$ cat config.mk
export PLATFORM = sky130hd
export DESIGN_NAME = carrier_pwm
export DESIGN_NICKNAME = d
export VERILOG_FILES = /design/src/rtl/carrier_pkg.sv /design/src/rtl/tick_divider.sv /design/src/rtl/carrier_pwm.sv
export SDC_FILE = /design/constraint.sdc
export NUM_CORES = 1
export LEC_CHECK = 0
export BUFFER_PORTS_ARGS = -buffer_cell sky130_fd_sc_hd__buf_2
export CORE_AREA = 3 3 93 51
export DETAILED_ROUTE_END_ITERATION = 7
export DIE_AREA = 0 0 96 54
export GPL_TIMING_DRIVEN = 0
export MAX_ROUTING_LAYER = met4
export PLACE_DENSITY_LB_ADDON = 0.25
export RECOVER_POWER = 25
export SETUP_SLACK_MARGIN = 0.05
export SLEW_MARGIN = 30
export SYNTH_ARGS = -nofsm -noshare
export SYNTH_HDL_FRONTEND = slang
export SYNTH_HIERARCHICAL = 1
export SYNTH_SLANG_ARGS = --single-unit
$ cat constraint.sdc
create_clock -name clock_in -period 2.5 [get_ports clock_in]
set_clock_uncertainty 0.05 [all_clocks]
set_input_delay 0.25 -clock clock_in [delete_from_list [all_inputs] [get_ports clock_in]]
set_output_delay 0.25 -clock clock_in [all_outputs]
set_load 0.03 [all_outputs]
$ cat src/rtl/carrier_pkg.sv
// Shared types and constants for the IR carrier PWM block.
package carrier_pkg;

  typedef enum logic [1:0] {
    S_IDLE   = 2'd0,
    S_FORCED = 2'd1,
    S_HIGH   = 2'd2,
    S_LOW    = 2'd3
  } state_e;

  localparam int NUM_STATES       = 4;
  localparam int DEFAULT_PWM_BITS = 8;

endpackage

$ cat src/rtl/tick_divider.sv
// Prescaler: one-clock tick every PRESCALE enabled clocks, restartable via clear.
module tick_divider #(
  parameter int PRESCALE = 1
) (
  input  logic clk_i,
  input  logic rst_ni,
  input  logic clear_i,
  input  logic enable_i,
  output logic tick_o
);

  localparam int CW = (PRESCALE > 1) ? $clog2(PRESCALE) : 1;
  localparam logic [CW-1:0] LAST = CW'(PRESCALE - 1);

  logic [CW-1:0] count_q, count_d;

  assign tick_o = enable_i && (count_q == LAST);

  always_comb begin
    count_d = count_q;
    if (clear_i) begin
      count_d = '0;
    end else if (enable_i) begin
      count_d = (count_q == LAST) ? '0 : count_q + CW'(1);
    end
  end

  always_ff @(posedge clk_i or negedge rst_ni) begin
    if (!rst_ni) begin
      count_q <= '0;
    end else begin
      count_q <= count_d;
    end
  end

endmodule

$ cat src/rtl/carrier_pwm.sv
// IR carrier generator: 50 % duty carrier of half-period (value+1)*PRESCALE clocks,
// with forced-on override and glitch-free period updates.
module carrier_pwm
  import carrier_pkg::*;
#(
  parameter int PWM_BITS = DEFAULT_PWM_BITS,
  parameter int PRESCALE = 1
) (
  input  logic                clock_in,
  input  logic                reset_n_in,
  input  logic                pwm_enable_in,
  input  logic                pwm_forced_in,
  input  logic                pwm_wr_strobe_in,
  input  logic [PWM_BITS-1:0] pwm_value_in,
  output logic                pwm_wr_ack_out,
  output logic                carrier_out,
  output logic                active_out
);

  // Write handshake: a write is the rising edge of pwm_wr_strobe_in; the value is
  // captured at that clock edge and pwm_wr_ack_out pulses high for the following cycle.
  state_e              state_q, state_d;
  logic                carrier_q, carrier_d;
  logic                ack_q, ack_d;
  logic                strobe_q;
  logic [PWM_BITS-1:0] act_q, act_d;
  logic [PWM_BITS-1:0] pend_q, pend_d;
  logic [PWM_BITS-1:0] cnt_q, cnt_d;
  logic                running, wr, tick, phase_done;

  assign running    = (state_q == S_HIGH) || (state_q == S_LOW);
  assign wr         = pwm_wr_strobe_in && !strobe_q;
  assign phase_done = tick && (cnt_q == act_q);

  tick_divider #(.PRESCALE(PRESCALE)) u_div (
    .clk_i    (clock_in),
    .rst_ni   (reset_n_in),
    .clear_i  (!running),
    .enable_i (running),
    .tick_o   (tick)
  );

  always_comb begin
    state_d = state_q;
    act_d   = act_q;
    cnt_d   = cnt_q;
    pend_d  = wr ? pwm_value_in : pend_q;
    ack_d   = wr;
    if (!running) act_d = pend_q;

    if (pwm_forced_in)       state_d = S_FORCED;
    else if (!pwm_enable_in) state_d = S_IDLE;
    else if (!running)       state_d = S_HIGH;
    else if (phase_done)     state_d = (state_q == S_HIGH) ? S_LOW : S_HIGH;

    // The new value takes effect only at a period boundary, never mid-period.
    if (state_q == S_LOW && state_d == S_HIGH) act_d = pend_q;

    if (!running || state_d != state_q) cnt_d = '0;
    else if (tick && cnt_q != act_q)    cnt_d = cnt_q + PWM_BITS'(1);

    carrier_d = (state_d == S_HIGH) || (state_d == S_FORCED);
  end

  always_ff @(posedge clock_in or negedge reset_n_in) begin
    if (!reset_n_in) begin
      state_q   <= S_IDLE;
      carrier_q <= 1'b0;
      ack_q     <= 1'b0;
      strobe_q  <= 1'b0;
      act_q     <= '0;
      pend_q    <= '0;
      cnt_q     <= '0;
    end else begin
      state_q   <= state_d;
      carrier_q <= carrier_d;
      ack_q     <= ack_d;
      strobe_q  <= pwm_wr_strobe_in;
      act_q     <= act_d;
      pend_q    <= pend_d;
      cnt_q     <= cnt_d;
    end
  end

  assign carrier_out    = carrier_q;
  assign pwm_wr_ack_out = ack_q;
  assign active_out     = (state_q != S_IDLE);

endmodule
### Yosys cells after proc, flatten, opt, wreduce, memory -nomap -nowiden

Index checks and enable logic that the tools add are counted.

| word-level totals | value |
|---|---|
| register bits after elaboration | 30 |
| input port bits | 13 |
| output and inout bits | 3 |
| logic and storage cells | 42 |

| operators by class | value |
|---|---|
| add/sub/neg operators | 2 |
| equality and inequality tests | 8 |
| muxes and demuxes | 11 |
| bitwise logic cells | 1 |
| reduce and logical (&&, ||, !) cells | 12 |

Operators with widths:

| kind | number |
|---|---|
| two-way mux 8 bit | 4 |
| adder 8 x 1 -> 8 bit (second input constant) | 1 |
| == test 8 bit | 1 |
| two-way mux 2 bit | 4 |
| != test 8 bit | 1 |
| == test 2 bit (second input constant) | 3 |
| logical AND 1 bit | 5 |
| nonzero test 2 bit | 2 |
| logical OR 1 bit | 3 |
| two-way mux 1 bit | 3 |
| == test 2 x 1 -> 1 bit (second input constant) | 1 |
| zero test 1 bit | 2 |
| != test 2 x 1 -> 1 bit (second input constant) | 1 |
| != test 2 bit | 1 |
| adder 1 bit (second input constant) | 1 |
| NOT 1 bit | 1 |

### Depth between registers and ports, before layout

| depth | value |
|---|---|
| depth in word-level cells | 11 |
| gate-level depth with buffers | 9 |
| mapped depth without buffers | 8 |

### Modules after synthesis

Netlist, hierarchy kept.

Modules (own cells, without submodules):

| module | times used | cells an instance | area each (um^2) |
|---|---|---|---|
| carrier_pwm | 1 | 108 | 1338.8 |
| tick_divider | 1 | 1 | 7.5 |

### Worst setup path after synthesis

OpenSTA, ideal clock, no wires.

| timing path | value |
|---|---|
| kind | reg-to-reg |
| from | register cnt_q[5] |
| to | register act_q[0] |
| library setup time | 125 ps |
| arrival | 2290 ps |
| data required time | 2325 ps |
| setup slack | 35 ps |
| stages on the path, launching flop included | 9 |
| clock period less this slack | 2465 ps |
| cell sequence | dfrtp_1 > xor2_1 > nor4_4 > nand3_1 > xnor2_1 > a31oi_1 > ha_1 > a21oi_2 > mux2_2 |

| between the ends | value |
|---|---|
| cells in the longest elaborated chain, start to end | 9 |

RTL lines:

| element | RTL line | text |
|---|---|---|
| from (decl) | carrier_pwm.sv:28 | `logic [PWM_BITS-1:0] cnt_q, cnt_d;` |
| from (signal assigned) | carrier_pwm.sv:81 | `cnt_q <= cnt_d;` |
| == test 8 bit * | carrier_pwm.sv:33 | `assign phase_done = tick && (cnt_q == act_q);` |
| logical AND 1 bit * | carrier_pwm.sv:33 |  |
| two-way mux 2 bit * | carrier_pwm.sv:54 | `else if (phase_done) state_d = (state_q == S_HIGH) ? S_LOW : S_HIGH;` |
| two-way mux 2 bit * | carrier_pwm.sv:53 | `else if (!running) state_d = S_HIGH;` |
| two-way mux 2 bit * | carrier_pwm.sv:52 | `else if (!pwm_enable_in) state_d = S_IDLE;` |
| two-way mux 2 bit * | carrier_pwm.sv:51 | `if (pwm_forced_in) state_d = S_FORCED;` |
| == test 2 bit * | carrier_pwm.sv:57 | `if (state_q == S_LOW && state_d == S_HIGH) act_d = pend_q;` |
| logical AND 1 bit * | carrier_pwm.sv:57 |  |
| != test 2 x 1 -> 1 bit (no source line) / two-way mux 8 bit (equally long branches) | -- |  |
| to (signal assigned) | carrier_pwm.sv:79 | `act_q <= act_d;` |
| to (decl) | carrier_pwm.sv:26 | `logic [PWM_BITS-1:0] act_q, act_d;` |

Mark *: on every way between the ends. The rest lies on a longest branch, timed or not.
A chain may end at the register's enable or synchronous reset.

### Worst setup path after layout

| timing path | value |
|---|---|
| from | register cnt_q[1] |
| to | register act_q[2] |

Same word-level chain as after synthesis.

==> flow_metrics.tcl <==
set metrics [dict create \
    hold_viol 0 \
    slew_headroom -0.0212 \
    ctsRootBufferMaster "clkbuf_8" \
    boundaryPins 16 \
    grt-ovfl-total 0 \
    critPathArrivalTime_ns 2.46 \
    power-per-cell-area_nw_per_um2 711 \
    cts_sinks 29 \
    ys_types 26 \
    cts-buffers-inserted 5 \
    diodes 0 \
    dr.pass1.iters 4 \
    synth.top_cell.area_share 0.539 \
    coreArea_sq_um 3900 \
    fmax_ghz 0.426 \
    ys_ff_latch 29 \
    hold_class "in -> reg" \
    fin_nets 152 \
    synth_top_area_cell "dfrtp_1" \
    syn-instance-count 109 \
    start_util 0.345 \
    comb_power_share 0.139 \
    tightest_slew_ns 1.53 \
    avgSynthCellArea_sq_um 12.4 \
    track_usage 0.117 \
    fp-row-count 16 \
    utilization 0.443 \
    rsz0062_at_grt "yes" \
    worst-setup-path-type "reg -> reg" \
    drive_gt1_frac 0.391 \
    syn-num-nets 124 \
    vias_per_cell 4.84 \
    drtIter0Drc 58 \
    syn_area_sq_um 1350 \
    antenna_left 0 \
    cts_tree "yes" \
    vdd_drop_max_mv 0.325 \
    dr_total_vias 930 \
    fin_crit_ns 2.35 \
    critPathRequiredTime_ns 2.62 \
    startpoint_type "register" \
    status "complete, but fails checks" \
    finalSetupTns_ns 0 \
    die-width_um 96 \
    fp.dieH_um 54 \
    setup_violations 0 \
    p_switching_uw 293 \
    p_int_uw 936 \
    die_area_sq_um 5180 \
    swShare 0.239 \
    p_leak_nw 0.780 \
    grt_max_degree 30 \
    portBuffers 15 \
    ys_seq_area_frac 0.539 \
    clock_path_buffers 2 \
    grt_antenna_before_repair 0 \
    dp_hpwl_um 1660 \
    drv_slew 30 \
    pre_cts_slack_ns -0.156 \
    path_clk_slew_ns 0.06 \
    gp_congestion 0.824 \
    grt_pass1_vias 894 \
    clkPwrFrac 0.413 \
    clk_latency_ns 0.28 \
    crit_path_max_fanout 8 \
    finalCritPeriodShare 0.938 \
    area.growth.synth_to_final_pct 28.3 \
    violations "max-capacitance violations, max-slew violations" \
    routed_wl_um 2500 \
    sequentialPowerShare 0.448 \
    drv_cap 1 \
    grt_pass1_wl_um 4220 \
    fin_ws_ns 0.155 \
    drc_errors 0 \
    synth.area.top_cells "dfrtp_1, mux2_2, xor2_1" \
    ys_warn_count 6 \
    endpoint_kind "register" \
    cts.htree.levels 2 \
    wire_per_inst_um 13.0 \
]
[cell usage after synthesis (all sizes together)]
cell / number
nor4: 2
a21oi: 8
ha: 2
or2: 1
nand2: 6
xnor2: 1
a31o: 1
dfrtp: 29
and2: 4
a31oi: 3
mux2: 16
clkbuf: 3
a211oi: 1
buf: 1
o21ai: 1
nand4b: 1
nand3b: 2
nor2b: 2
nor2: 1
nand4: 3
and3: 1
xor2: 12
inv: 3
nand3: 5
[registers in the layout (all words and copies together), names as in the netlist]
name	cells
act_q	8
cnt_q	8
pend_q	8
state_q	2
carrier_out	1
pwm_wr_ack_out	1
strobe_q	1
[stage by stage]
stage	std cells	power, mW	hold WS [ns]	cell area [sq um]
global placement	178	0.691	0.262	1500
detailed placement	178	0.697	0.264	1500
CTS	190	1.21	0.0263	1650
floorplan	109	0.653	-0.0956	1350
finish	192	1.23	0.0369	1730
global route	192	1.29	0.0283	1730
[layer usage]
layer | up-vias | GRT usage | wire (um)
met5 | - | - | 0
met4 | 0 | 0.0637 | 44
met3 | 6 | 0.0461 | 141
met2 | 22 | 0.153 | 1070
met1 | 463 | 0.152 | 1240
li1 | 439 | - | -
[power groups by stage]
stage               logic (mW)  registers [mW]  clock network [mW]
finish                   0.171           0.551               0.508
global route             0.187           0.557               0.543
CTS                      0.148           0.548               0.518
detailed placement       0.140           0.557                   0
global placement         0.137           0.554                   0
floorplan                0.101           0.553                   0
[layout make-up]
class	instances	area, sq um
fill	367	2180
sequential	29	729
multi-input combinational	73	649
timing repair buffer	21	130
clock buffer	6	82.6
tap	54	67.6
clock inverter	2	37.5
buffer	4	20.0
inverter	3	11.3
[cell usage in the layout (no fill, tap or decap), types with 3 or more instances in the layout]
cell	instances
dfrtp_1	26
xor2_1	11
buf_2	11
mux2_4	8
mux2_2	8
a21oi_1	7
clkbuf_1	6
nand2_1	6
clkbuf_8	6
buf_4	5
and2_1	4
nand3_1	4
inv_1	3
a31oi_1	3
nand4_1	3
dfrtp_2	3
[final timing paths]
path | from | to | slack (ns) | cells past startpoint
min in group asynchronous | reset_n_in | strobe_q$_DFF_PN0_ | 0.82 | 2
max | cnt_q[1]$_DFFE_PN0P_ | act_q[2]$_DFFE_PN0P_ | 0.15 | 9
min reg2reg | pend_q[6]$_DFFE_PN0P_ | act_q[6]$_DFFE_PN0P_ | 0.45 | 1
max reg2reg | cnt_q[1]$_DFFE_PN0P_ | act_q[2]$_DFFE_PN0P_ | 0.15 | 9
max in group asynchronous | reset_n_in | cnt_q[1]$_DFFE_PN0P_ | 0.57 | 2
min | pwm_wr_strobe_in | strobe_q$_DFF_PN0_ | 0.04 | 1
[worst max-delay path, stage by stage, from the launching register on]
cell and delay, ns:
dfrtp_2 0.45, xor2_1 0.18, nor4_4 0.31, nand3_2 0.14, xnor2_2 0.16, a31oi_1 0.11, ha_2 0.21, a21oi_4 0.17
buf_12 0.15, mux2_4 0.30
[cell families after synthesis]
kind of cell / count (synthesis) / share of synthesized area
XOR/XNOR: 13 / 0.0846
flip-flops: 29 / 0.539
buffers and inverters: 7 / 0.0232
AND/OR/NAND/NOR: 28 / 0.138
multiplexers: 16 / 0.134
adder cells (fa/ha/maj): 2 / 0.0186
AO/OA/AOI/OAI: 14 / 0.0623
[what timing repair did]
action                                 4_1_cts  5_1_grt
hold buffers                                 1        0
endpoints found under the hold margin       29        0
setup endpoints to repair                    8        8
resized for setup                            3       12
pin swaps                                    4        6
buffers inserted                             3        2
(Power assumes the default switching activity.)
